File: src/rtl/key_event_pkg.sv
`default_nettype none
// ----------------------------------------------------------------------------
// key_event_pkg - channel state encoding and counter width helper
// Revision: 1.0
// ----------------------------------------------------------------------------
package key_event_pkg;

  localparam logic [1:0] RELEASED    = 2'd0;
  localparam logic [1:0] PRESS_CHK   = 2'd1;
  localparam logic [1:0] HELD        = 2'd2;
  localparam logic [1:0] RELEASE_CHK = 2'd3;

  typedef enum logic [1:0] {
    ST_RELEASED    = RELEASED,
    ST_PRESS_CHK   = PRESS_CHK,
    ST_HELD        = HELD,
    ST_RELEASE_CHK = RELEASE_CHK
  } key_state_t;

  // Bits needed to hold values 0..max_val, never less than one.
  function automatic int cnt_width(input int max_val);
    return (max_val < 1) ? 1 : $clog2(max_val + 1);
  endfunction

endpackage
`default_nettype wire

File: src/rtl/key_event_bank_if.sv
`default_nettype none
// ----------------------------------------------------------------------------
// key_event_bank_if - raw key inputs and conditioned event outputs
// Revision: 1.0
// ----------------------------------------------------------------------------
interface key_event_bank_if #(
  parameter int N_KEYS = 8
);

  logic [N_KEYS-1:0] key_in;
  logic [N_KEYS-1:0] repeat_en;
  logic [N_KEYS-1:0] key_level;
  logic [N_KEYS-1:0] key_posedge;
  logic [N_KEYS-1:0] key_negedge;
  logic [N_KEYS-1:0] key_long;
  logic [N_KEYS-1:0] key_repeat;
  logic              key_any;

  modport master (
    output key_in, repeat_en,
    input  key_level, key_posedge, key_negedge, key_long, key_repeat, key_any
  );

  modport slave (
    input  key_in, repeat_en,
    output key_level, key_posedge, key_negedge, key_long, key_repeat, key_any
  );

endinterface
`default_nettype wire

File: src/rtl/key_event_chan.sv
`default_nettype none
// ----------------------------------------------------------------------------
// key_event_chan - one key: synchroniser, debounce FSM, long-press and repeat
// Revision: 1.0
// ----------------------------------------------------------------------------
module key_event_chan
  import key_event_pkg::*;
#(
  parameter int DEB_TICKS      = 20,
  parameter int LONG_TICKS     = 1000,
  parameter int REPEAT_TICKS   = 200,
  parameter bit KEY_ACTIVE_LOW = 1'b0
) (
  input  logic clk,
  input  logic rst_n,
  input  logic tick_i,
  input  logic key_i,
  input  logic repeat_en_i,
  output logic level_o,
  output logic posedge_o,
  output logic negedge_o,
  output logic long_o,
  output logic repeat_o
);

  localparam int DEB_W  = cnt_width(DEB_TICKS);
  localparam int HOLD_W = cnt_width(LONG_TICKS);
  localparam int REP_W  = cnt_width(REPEAT_TICKS - 1);

  localparam logic [DEB_W-1:0]  DEB_LAST  = DEB_W'(DEB_TICKS - 1);
  localparam logic [HOLD_W-1:0] HOLD_MAX  = HOLD_W'(LONG_TICKS);
  localparam logic [HOLD_W-1:0] HOLD_LAST = HOLD_W'(LONG_TICKS - 1);
  localparam logic [REP_W-1:0]  REP_LAST  = REP_W'(REPEAT_TICKS - 1);

  logic              sync1_q, sync2_q;
  key_state_t        state_q;
  logic [DEB_W-1:0]  deb_cnt_q;
  logic [HOLD_W-1:0] hold_cnt_q;
  logic [REP_W-1:0]  rep_cnt_q;
  logic              level_q, pos_q, neg_q, long_q, rep_q;
  logic              pressed;

  assign pressed = sync2_q ^ KEY_ACTIVE_LOW;

  always_ff @(posedge clk or negedge rst_n) begin
    if (!rst_n) begin
      sync1_q    <= KEY_ACTIVE_LOW;
      sync2_q    <= KEY_ACTIVE_LOW;
      state_q    <= ST_RELEASED;
      deb_cnt_q  <= '0;
      hold_cnt_q <= '0;
      rep_cnt_q  <= '0;
      level_q    <= 1'b0;
      pos_q      <= 1'b0;
      neg_q      <= 1'b0;
      long_q     <= 1'b0;
      rep_q      <= 1'b0;
    end else begin
      sync1_q <= key_i;
      sync2_q <= sync1_q;
      pos_q   <= 1'b0;
      neg_q   <= 1'b0;
      long_q  <= 1'b0;
      rep_q   <= 1'b0;
      case (state_q)
        ST_RELEASED: begin
          if (pressed) begin
            state_q   <= ST_PRESS_CHK;
            deb_cnt_q <= '0;
          end
        end
        ST_PRESS_CHK: begin
          if (!pressed) begin
            state_q <= ST_RELEASED;
          end else if (tick_i) begin
            deb_cnt_q <= deb_cnt_q + 1'b1;
            if (deb_cnt_q == DEB_LAST) begin
              state_q    <= ST_HELD;
              level_q    <= 1'b1;
              pos_q      <= 1'b1;
              hold_cnt_q <= '0;
              rep_cnt_q  <= '0;
            end
          end
        end
        ST_HELD: begin
          if (!pressed) begin
            state_q   <= ST_RELEASE_CHK;
            deb_cnt_q <= '0;
          end else if (tick_i) begin
            // Repeat counting only starts on the tick after the long pulse.
            if (hold_cnt_q != HOLD_MAX) begin
              hold_cnt_q <= hold_cnt_q + 1'b1;
              long_q     <= (hold_cnt_q == HOLD_LAST);
            end else if (rep_cnt_q == REP_LAST) begin
              rep_cnt_q <= '0;
              rep_q     <= repeat_en_i;
            end else begin
              rep_cnt_q <= rep_cnt_q + 1'b1;
            end
          end
        end
        ST_RELEASE_CHK: begin
          if (pressed) begin
            state_q <= ST_HELD;
          end else if (tick_i) begin
            deb_cnt_q <= deb_cnt_q + 1'b1;
            if (deb_cnt_q == DEB_LAST) begin
              state_q <= ST_RELEASED;
              level_q <= 1'b0;
              neg_q   <= 1'b1;
            end
          end
        end
        default: state_q <= ST_RELEASED;
      endcase
    end
  end

  assign level_o   = level_q;
  assign posedge_o = pos_q;
  assign negedge_o = neg_q;
  assign long_o    = long_q;
  assign repeat_o  = rep_q;

endmodule
`default_nettype wire

File: src/rtl/key_event_bank.sv
`default_nettype none
// ----------------------------------------------------------------------------
// key_event_bank - N_KEYS key conditioners sharing one free-running tick
// Revision: 1.0
// ----------------------------------------------------------------------------
module key_event_bank
  import key_event_pkg::*;
#(
  parameter int N_KEYS         = 8,
  parameter int TICK_DIV       = 100000,
  parameter int DEB_TICKS      = 20,
  parameter int LONG_TICKS     = 1000,
  parameter int REPEAT_TICKS   = 200,
  parameter bit KEY_ACTIVE_LOW = 1'b0
) (
  input  logic            sys_clk,
  input  logic            sys_rst_n,
  key_event_bank_if.slave bus
);

  localparam int                TICK_W    = cnt_width(TICK_DIV - 1);
  localparam logic [TICK_W-1:0] TICK_LAST = TICK_W'(TICK_DIV - 1);

  logic [TICK_W-1:0] tick_cnt_q, tick_cnt_d;
  logic              tick;
  logic [N_KEYS-1:0] level, pos, neg, lng, rep;

  assign tick       = (tick_cnt_q == TICK_LAST);
  assign tick_cnt_d = tick ? '0 : tick_cnt_q + 1'b1;

  always_ff @(posedge sys_clk or negedge sys_rst_n) begin
    if (!sys_rst_n) begin
      tick_cnt_q <= '0;
    end else begin
      tick_cnt_q <= tick_cnt_d;
    end
  end

  for (genvar i = 0; i < N_KEYS; i++) begin : g_chan
    key_event_chan #(
      .DEB_TICKS      (DEB_TICKS),
      .LONG_TICKS     (LONG_TICKS),
      .REPEAT_TICKS   (REPEAT_TICKS),
      .KEY_ACTIVE_LOW (KEY_ACTIVE_LOW)
    ) u_chan (
      .clk         (sys_clk),
      .rst_n       (sys_rst_n),
      .tick_i      (tick),
      .key_i       (bus.key_in[i]),
      .repeat_en_i (bus.repeat_en[i]),
      .level_o     (level[i]),
      .posedge_o   (pos[i]),
      .negedge_o   (neg[i]),
      .long_o      (lng[i]),
      .repeat_o    (rep[i])
    );
  end

  assign bus.key_level   = level;
  assign bus.key_posedge = pos;
  assign bus.key_negedge = neg;
  assign bus.key_long    = lng;
  assign bus.key_repeat  = rep;
  assign bus.key_any     = |level;

endmodule
`default_nettype wire
File: src/flat_wrapper.sv
// flat-port wrapper written by rule: the top's interface ports become plain ports
module key_event_bank_flat import key_event_pkg::*;
#(
  parameter int N_KEYS         = 8,
  parameter int TICK_DIV       = 100000,
  parameter int DEB_TICKS      = 20,
  parameter int LONG_TICKS     = 1000,
  parameter int REPEAT_TICKS   = 200,
  parameter bit KEY_ACTIVE_LOW = 1'b0
)
  (sys_clk, sys_rst_n, bus_key_in, bus_repeat_en, bus_key_level, bus_key_posedge, bus_key_negedge, bus_key_long, bus_key_repeat, bus_key_any);
  key_event_bank_if #(.N_KEYS(N_KEYS)) bus_i ();
  input  logic sys_clk;
  input  logic sys_rst_n;
  input wire logic [$bits(bus_i.key_in)-1:0] bus_key_in;
  input wire logic [$bits(bus_i.repeat_en)-1:0] bus_repeat_en;
  output wire logic [$bits(bus_i.key_level)-1:0] bus_key_level;
  output wire logic [$bits(bus_i.key_posedge)-1:0] bus_key_posedge;
  output wire logic [$bits(bus_i.key_negedge)-1:0] bus_key_negedge;
  output wire logic [$bits(bus_i.key_long)-1:0] bus_key_long;
  output wire logic [$bits(bus_i.key_repeat)-1:0] bus_key_repeat;
  output wire logic [$bits(bus_i.key_any)-1:0] bus_key_any;
  assign bus_i.key_in = bus_key_in;
  assign bus_i.repeat_en = bus_repeat_en;
  assign bus_key_level = bus_i.key_level;
  assign bus_key_posedge = bus_i.key_posedge;
  assign bus_key_negedge = bus_i.key_negedge;
  assign bus_key_long = bus_i.key_long;
  assign bus_key_repeat = bus_i.key_repeat;
  assign bus_key_any = bus_i.key_any;
  key_event_bank #(.N_KEYS(N_KEYS), .TICK_DIV(TICK_DIV), .DEB_TICKS(DEB_TICKS), .LONG_TICKS(LONG_TICKS), .REPEAT_TICKS(REPEAT_TICKS), .KEY_ACTIVE_LOW(KEY_ACTIVE_LOW)) u_core (.sys_clk(sys_clk), .sys_rst_n(sys_rst_n), .bus(bus_i));
endmodule
File: config.mk
export PLATFORM = sky130hd
export DESIGN_NAME = key_event_bank_flat
export DESIGN_NICKNAME = d
export VERILOG_FILES = /design/src/rtl/key_event_pkg.sv /design/src/rtl/key_event_bank_if.sv /design/src/rtl/key_event_chan.sv /design/src/rtl/key_event_bank.sv /design/src/flat_wrapper.sv
export SDC_FILE = /design/constraint.sdc
export NUM_CORES = 1
export LEC_CHECK = 0
export ABC_AREA = 1
export CAP_MARGIN = 20
export CORE_UTILIZATION = 58
export DETAILED_ROUTE_END_ITERATION = 8
export PLACE_DENSITY = 0.73
export SLEW_MARGIN = 20
export SYNTH_ARGS = -nofsm -noshare
export SYNTH_HDL_FRONTEND = slang
export SYNTH_SLANG_ARGS = --single-unit
File: constraint.sdc
create_clock -name sys_clk -period 3.7 [get_ports sys_clk]
set_input_delay 1.11 -clock sys_clk [delete_from_list [all_inputs] [get_ports sys_clk]]
set_output_delay 1.11 -clock sys_clk [all_outputs]
set_load 0.01 [all_outputs]
==> results.md, run 1 <==
* Synthesized instance count at 2117
* CTS tree: done
* Vias/cell at 5.26
* Synth Area in Compound Gates at 8.26%
* Mapped Nets at 2168
* Starting DRT DRC Count at 934
* Initial core utilization at 59.6%
* Multi-input logic area at 7760 µm²
* Maximum clock skew at final layout at 0.0151 ns
* Startpoint Class: flop
* Inst Count DP at 2474
* Fillers at 2259
* Seq. cell area at 6830 µm²
* Fin. Hold Viols at 0
* Die ar. at 28500 µm²
* Tcrit/Tclk final at 79.9%
* Critical R2R Launch: u_core.tick_cnt_q[0]
* Routability congestion estimate from global placement at 0.883
* Ant. Diodes at 0
* Layout Cells excl Fill at 2535
* Finished Cell Area at 17800 µm²
* CTS max path bufs at 3
* Htree depth at 2
* RSZ-0062 raised after global routing: false
* Setup slack at placement at 1.25 ns
* CTS root buffer: clkbuf_16
* Die width at 169 µm
* First-pass DRT Iterations at 5
* Vias in the first global route at 12500
* Max-slew headroom at 49.8%
* WHS at 0.345 ns
* Post-Syn Area at 16100 µm²
* GRT met3 Usage at 3.37%
* GRT Total Usage at 24.0%
* Core ar. at 27100 µm²
* Final setup vio count at 0
* Peak supply drop at 391 µV
* Synth cell types at 49
* Critical Path RT at 2.59 ns
* Status: finished clean
* Mean area per synthesized cell at 7.62 µm²
* DRC Markers at 0
* ANT nets after route at 0
* Layout cells sized above 1 at 9.57%
* Cts hold-fix bufs at 0
* Post-synth EDFFs at 0
* Reg2reg end: u_core.g_chan[1].u_chan.deb_cnt_q[2]
* Clk pin slew, worst setup/hold paths at 0.06 ns
* Flops & latches, synth at 273
* Crit path from: u_core.g_chan[6].u_chan.level_o
* Pin count of the biggest net entering global routing at 76
* Initial antenna violation count at 0
* Crit. End Element: output port
* Post-Synth Simple-Gate Area at 33.8%
* Setup CP Type: flop to output port
* Worst Hold Class: flop to flop
* Placed cell area at 16700 µm²
* Largest family of logic cells by synthesized area: simple AND/OR/NAND/NOR gates
* Area growth syn-to-layout at 10.5%
* Clk_lat worst skew at 0.51 ns
* Post-synthesis sequential area ratio at 42.3%
* NumNets Final at 2189
* Pleak at 8.27 nW
* Yosys warns at 0
* Met1 GRT Util at 33.9%
* Worst R2R Setup Slack at 1.37 ns
* Crit path DAT at 1.85 ns
* Prevailing post-synth register cell: dfrtp_1
* Power Total at 7.44 mW
* Worst Setup EP: bus_key_any
* Final min period at 2.96 ns
* DR WL/cell at 13.0 µm
* # rows at 60
* Worst reg2reg path depth at 7
* Ys async rst share at 100%
* PD cells at 417 nW/µm²
* Die Y at 169 µm
* Synth Area in Adders at 2.56%
* Accumulated negative setup slack at 0 ns
* Total CTS buffers at 34
* Fmax at 338 MHz
* Busiest layer in global routing: met2
* Final slew viol count at 0
* Clock sinks at 273
* Max-Cap Viols at 0
* First-pass GRT wire length at 57100 µm
* Final Core Density at 65.8%
* Post-synthesis mux area share at 0%
* Final HPWL DP at 23200 µm
* # resized after CTS at 0
* Post-CTS setup buffer count at 0
* Via count at 13300
* Worst-path fanout max at 3
* Port bufs at 58
* Slew @ Worst Pin at 0.750 ns
* I/O Pins at 59
* GRT met2 Usage at 38.7%
* XOR/XNOR Fraction of Synth Area at 3.42%
* Total congestion overflow at 0
* Final worst slack at 0.742 ns
* Wirelength, routed at 32900 µm
-- where the power goes --
group / internal, mW / total [mW] / switching (mW)
clock network: 2.08 / 3.36 / 1.28
registers: 3.08 / 3.23 / 0.141
logic: 0.242 / 0.853 / 0.610
-- worst min path at each step --
stage	cells after the start	end	start	slack [ns]
floorplan	0	u_core.g_chan[0].u_chan.pressed	u_core.g_chan[0].u_chan.sync1_q	0.33
global placement	0	u_core.g_chan[1].u_chan.pressed	u_core.g_chan[1].u_chan.sync1_q	0.33
detailed placement	0	u_core.g_chan[1].u_chan.pressed	u_core.g_chan[1].u_chan.sync1_q	0.34
CTS	0	u_core.g_chan[1].u_chan.pressed	u_core.g_chan[1].u_chan.sync1_q	0.35
global route	0	u_core.g_chan[1].u_chan.pressed	u_core.g_chan[1].u_chan.sync1_q	0.35
finish	0	u_core.g_chan[1].u_chan.pressed	u_core.g_chan[1].u_chan.sync1_q	0.35
-- final cells by class --
cell class / count / area share, %
Timing Repair Buffer: 63 / 3.70
Multi-Input combinational cell: 1506 / 43.5
Clock buffer: 42 / 5.23
Tap cell: 372 / 2.61
Inverter: 260 / 5.47
Clock inverter: 19 / 1.20
Sequential cell: 273 / 38.3
-- Yosys cell counts (2+ instances only) --
library cell  instances  area [µm²]
o2111ai_1             4        35.0
nand3_1             160         801
nor4_1               12        75.1
o21ai_0              88         440
a21o_1                2        15.0
nor2_2               15        93.8
buf_2                11        55.1
buf_4                46         345
inv_2                12        45.0
a31oi_1               5        31.3
o21ai_1              28         140
nor2_1              250         938
nand2_4               5        56.3
dfrtp_1             273        6830
o21ai_2              34         298
nor3b_1               5        37.5
nand4_1              76         475
clkbuf_1              8        30.0
nand3b_1             13        97.6
and3_1                2        12.5
a31o_2                2        17.5
buf_6                11         124
a21oi_2               2        17.5
nor3_1               42         210
o211ai_1              3        22.5
inv_1               248         931
a21oi_4               3        48.8
or2_2                23         144
nor3_2                6        60.1
a21oi_1              30         150
xnor2_1               9        78.8
xor2_1               54         473
ha_1                 33         413
nand2_2              13        81.3
a21boi_4              2        37.5
nor2_4               11         124
nand2_1             548        2060
nand3_2               9        90.1
o21bai_1              9        67.6
-- sequential cells by signal, indices dropped and copies added (netlist names), named ones only --
signal                           cells
u_core.g_chan.u_chan.sync1_q         8
u_core.g_chan.u_chan.long_o          8
u_core.g_chan.u_chan.deb_cnt_q      40
u_core.g_chan.u_chan.posedge_o       8
u_core.g_chan.u_chan.negedge_o       8
u_core.g_chan.u_chan.level_o         8
u_core.g_chan.u_chan.hold_cnt_q     80
u_core.g_chan.u_chan.repeat_o        8
u_core.g_chan.u_chan.rep_cnt_q      64
u_core.tick_cnt_q                   17
u_core.g_chan.u_chan.state_q         8
u_core.g_chan.u_chan.pressed         8
-- per-layer routing --
metal / vias to the layer above / wire (µm)
met5: - / 0
met4: 0 / 591
met3: 48 / 1300
met2: 240 / 15100
met1: 6212 / 16000
li1: 6826 / -
-- layout by cell type, fill, tap and decap left out, types with 6 or more instances in the layout --
cell,synthesis,layout
inv_2,12,12
o21ai_0,88,88
nand2_1,548,548
dfrtp_1,273,273
xnor2_1,9,9
nor2_1,250,250
o21ai_1,28,28
nand3b_1,13,13
clkbuf_16,0,35
nor4_1,12,12
a21oi_1,30,30
nor3_2,6,6
nor2_4,11,11
inv_1,248,248
nand2_2,13,13
nand3_2,9,9
clkdlybuf4s50_1,0,57
ha_1,33,33
o21bai_1,9,9
nand3_1,160,160
nand4_1,76,76
clkinvlp_4,0,6
nor2_2,15,15
o21ai_2,34,34
nor3_1,42,42
xor2_1,54,54
clkinv_2,0,8
or2_2,23,23
-- worst max-delay path, cell delays in order, from the launching register on --
cell	delay, ns
dfrtp_1	0.40
nor4_1	0.29
nand2_1	0.15
clkdlybuf4s50_1	0.50
-- cell families after synthesis --
| logic type | after synthesis |
|---|---|
| xor gates and xnor gates | 63 |
| AOI/OAI and AO/OA | 213 |
| and+or+nand+nor | 1197 |
| adders and majority gates | 33 |
| buffers and inverters | 338 |
| DFF | 273 |
No activity file was read; power rests on OpenSTA's default activity.
==> inputs of run 2 (changes only) <==
- CORE_UTILIZATION: 58 -> 56
- PLACE_DENSITY: 0.73 -> 0.74
- clock period: 3.7 -> 2.6 ns (I/O delays scaled with it)
==> run 2 against run 1 <==
Net effect: count of clock-buffer cells in the layout rose by 4; clock skew is 0.0014 ns higher; clock power increased by 21%; global-route usage decreased by 0.64 points; critical endpoint unchanged; largest power group is now sequential cells; highest routed layer unchanged.
==> results.md, run 2 (synthesized netlist as in run 1, its figures left out) <==
* Core ar. at 28100 µm² (+3.6%)
* Reg2reg end: u_core.g_chan[2].u_chan.rep_cnt_q[0]
* RSZ-0062 raised after global routing: false
* # rows at 61 (+1.7%)
* Most frequent cells in the layout: nand2_1, dfrtp_1, nor2_1
* Critical R2R Launch: u_core.g_chan[2].u_chan.hold_cnt_q[0]
* Clk_lat worst skew at 0.55 ns (+0.04 ns)
* Clk pin slew, worst setup/hold paths at 0.06 ns (about the same)
* Total CTS buffers at 31 (-8.8%)
* Largest regs: u_core.g_chan.u_chan.hold_cnt_q (80), u_core.g_chan.u_chan.rep_cnt_q (64), u_core.g_chan.u_chan.deb_cnt_q (40)
* NumNets Final at 2198 (+0.41%)
* ANT nets after route at 0 (unchanged)
* Initial antenna violation count at 0 (unchanged)
* Wirelength, routed at 32900 µm (-0.24%)
* Maximum clock skew at final layout at 0.0164 ns (+0.00137 ns)
* Pin count of the biggest net entering global routing at 57 (-25%)
* Max-Cap Viols at 0 (unchanged)
* Vias/cell at 5.27 (+0.17%)
* DR WL/cell at 12.9 µm (-0.67%)
* GRT Total Usage at 23.4% (-0.64 points)
* Vias in the first global route at 12800 (+2.6%)
* Top reg by flops: u_core.g_chan.u_chan.hold_cnt_q
* I/O Pins at 59 (unchanged)
* Final HPWL DP at 23500 µm (+1.4%)
* CTS tree: done
* Layout cells sized above 1 at 9.69% (+0.12 points)
* Worst R2R Setup Slack at 0.50 ns (-0.87 ns)
* Final slew viol count at 0 (unchanged)
* Accumulated negative setup slack at 0 ns (unchanged)
* Pleak at 8.28 nW (about the same)
* Htree depth at 1 (-1)
* Die Y at 172 µm (+1.8%)
* Slew @ Worst Pin at 0.501 ns (-0.249 ns)
* Crit path DAT at 1.68 ns (-0.17 ns)
* Final setup vio count at 0 (unchanged)
* First-pass DRT Iterations at 5 (unchanged)
* Fin. Hold Viols at 0 (unchanged)
* Die width at 172 µm (+1.8%)
* Initial core utilization at 57.5% (-2.1 points)
* Number of flip-flops in the largest register at 80 (unchanged)
* Clock sinks at 273 (unchanged)
* Critical Path RT at 1.82 ns (-0.77 ns)
* Final min period at 2.46 ns
* Post-CTS setup buffer count at 0 (unchanged)
* Max incr delay on CP at 0.40 ns (-0.10 ns)
* Die ar. at 29500 µm² (+3.5%)
* Port bufs at 58 (unchanged)
* Tcrit/Tclk final at 94.8%
* Worst Hold Class: input port to async pin
* DRC Markers at 0 (unchanged)
* Starting DRT DRC Count at 833 (-11%)
* Fmax at 406 MHz
* Crit. End Element: output port
* Area growth syn-to-layout at 10.1%
* First-pass GRT wire length at 57700 µm (+1.0%)
* Final Core Density at 63.3% (-2.5 points)
* CTS root buffer: clkbuf_16
* WHS at 0.163 ns (-0.182 ns)
* Commonest non-fill, non-tap cell in the layout: nand2_1
* Ant. Diodes at 0 (unchanged)
* CP max-delay cell: dfrtp_1
* Routability congestion estimate from global placement at 0.878 (-0.65%)
* Setup CP Type: flop to output port
* CTS max path bufs at 3 (unchanged)
* Peak supply drop at 560 µV (+43%)
* Status: finished clean
* Fillers at 2533 (+12%)
* Worst-path fanout max at 3 (unchanged)
* Total congestion overflow at 0 (unchanged)
* Worst reg2reg path depth at 10 (+3)
* Power Total at 9.87 mW (+33%)
* Via count at 13400 (+0.61%)
* PD cells at 555 nW/µm² (+33%)
* Critical path cell sequence: nor4_2 -> nand2_1 -> dlygate4sd2_1
* Max-slew headroom at 66.6% (+17 points)
* Startpoint Class: flop
==> run 2: power by group <==
| part | switching (mW) | leakage (nW) | total [mW] | internal (mW) |
|---|---|---|---|---|
| sequential | 0.205 | 3.73 | 4.59 | 4.39 |
| clock | 1.66 | 0.475 | 4.05 | 2.39 |
| combinational | 0.866 | 4.07 | 1.22 | 0.358 |
==> run 2: cell type report <==
| cell class | instances | area (µm²) | share of cell area [%] |
|---|---|---|---|
| Clock buffer | 46 | 912 | 5.13 |
| Clock inverter | 8 | 42.5 | 0.239 |
| Inverter | 260 | 976 | 5.49 |
| Multi-Input combinational cell | 1506 | 7760 | 43.7 |
| Sequential cell | 273 | 6830 | 38.4 |
| Tap cell | 378 | 473 | 2.66 |
| Timing Repair Buffer | 75 | 774 | 4.36 |
==> run 2: critical path, delay by kind of cell, from the launching register on <==
family	cells	cell delay, ns
and+or+nand+nor	2	0.42
DFF	1	0.40
buffers and inverters	1	0.31
==> run 2: worst max path at each step <==
stage,startpoint,endpoint,slack (ns),depth (start not counted)
5_1_grt,u_core.g_chan[2].u_chan.level_o,bus_key_any,0.008,3
6_report,u_core.g_chan[5].u_chan.level_o,bus_key_any,0.14,3
3_3_place_gp,u_core.g_chan[5].u_chan.level_o,bus_key_any,0.49,3
2_1_floorplan,u_core.tick_cnt_q[0],u_core.g_chan[3].u_chan.rep_cnt_q[4],0.94,11
4_1_cts,u_core.g_chan[5].u_chan.level_o,bus_key_any,0.12,3
3_5_place_dp,u_core.g_chan[2].u_chan.hold_cnt_q[0],u_core.g_chan[2].u_chan.rep_cnt_q[3],0.51,9
==> run 2: through the flow <==
stage / setup WS, ns / cell area (µm²) / cells
final: 0.135 / 17800 / 2546
after global routing: 0.00787 / 17800 / 2546
after CTS: 0.115 / 17800 / 2546
after detailed placement: 0.505 / 16800 / 2492
after global placement: 0.487 / 16800 / 2492
after floorplan: 0.936 / 16100 / 2117
==> run 2: timing repair <==
item                                    in CTS  in global routing
endpoints found under the hold margin        0                  0
cloned                                       0                  0
hold buffers                                 0                  0
resized for setup                            1                  1
endpoints found under the setup margin       1                  1
==> run 2: layer usage <==
metal	up-vias	part of all wire (%)	GRT usage [%]	routed length [µm]
met4	0	2.4	6.27	778
met3	62	4.2	2.99	1390
li1	6837	-	-	-
met5	-	0	0	0
met1	6267	47	31.4	15400
met2	241	47	39.9	15300
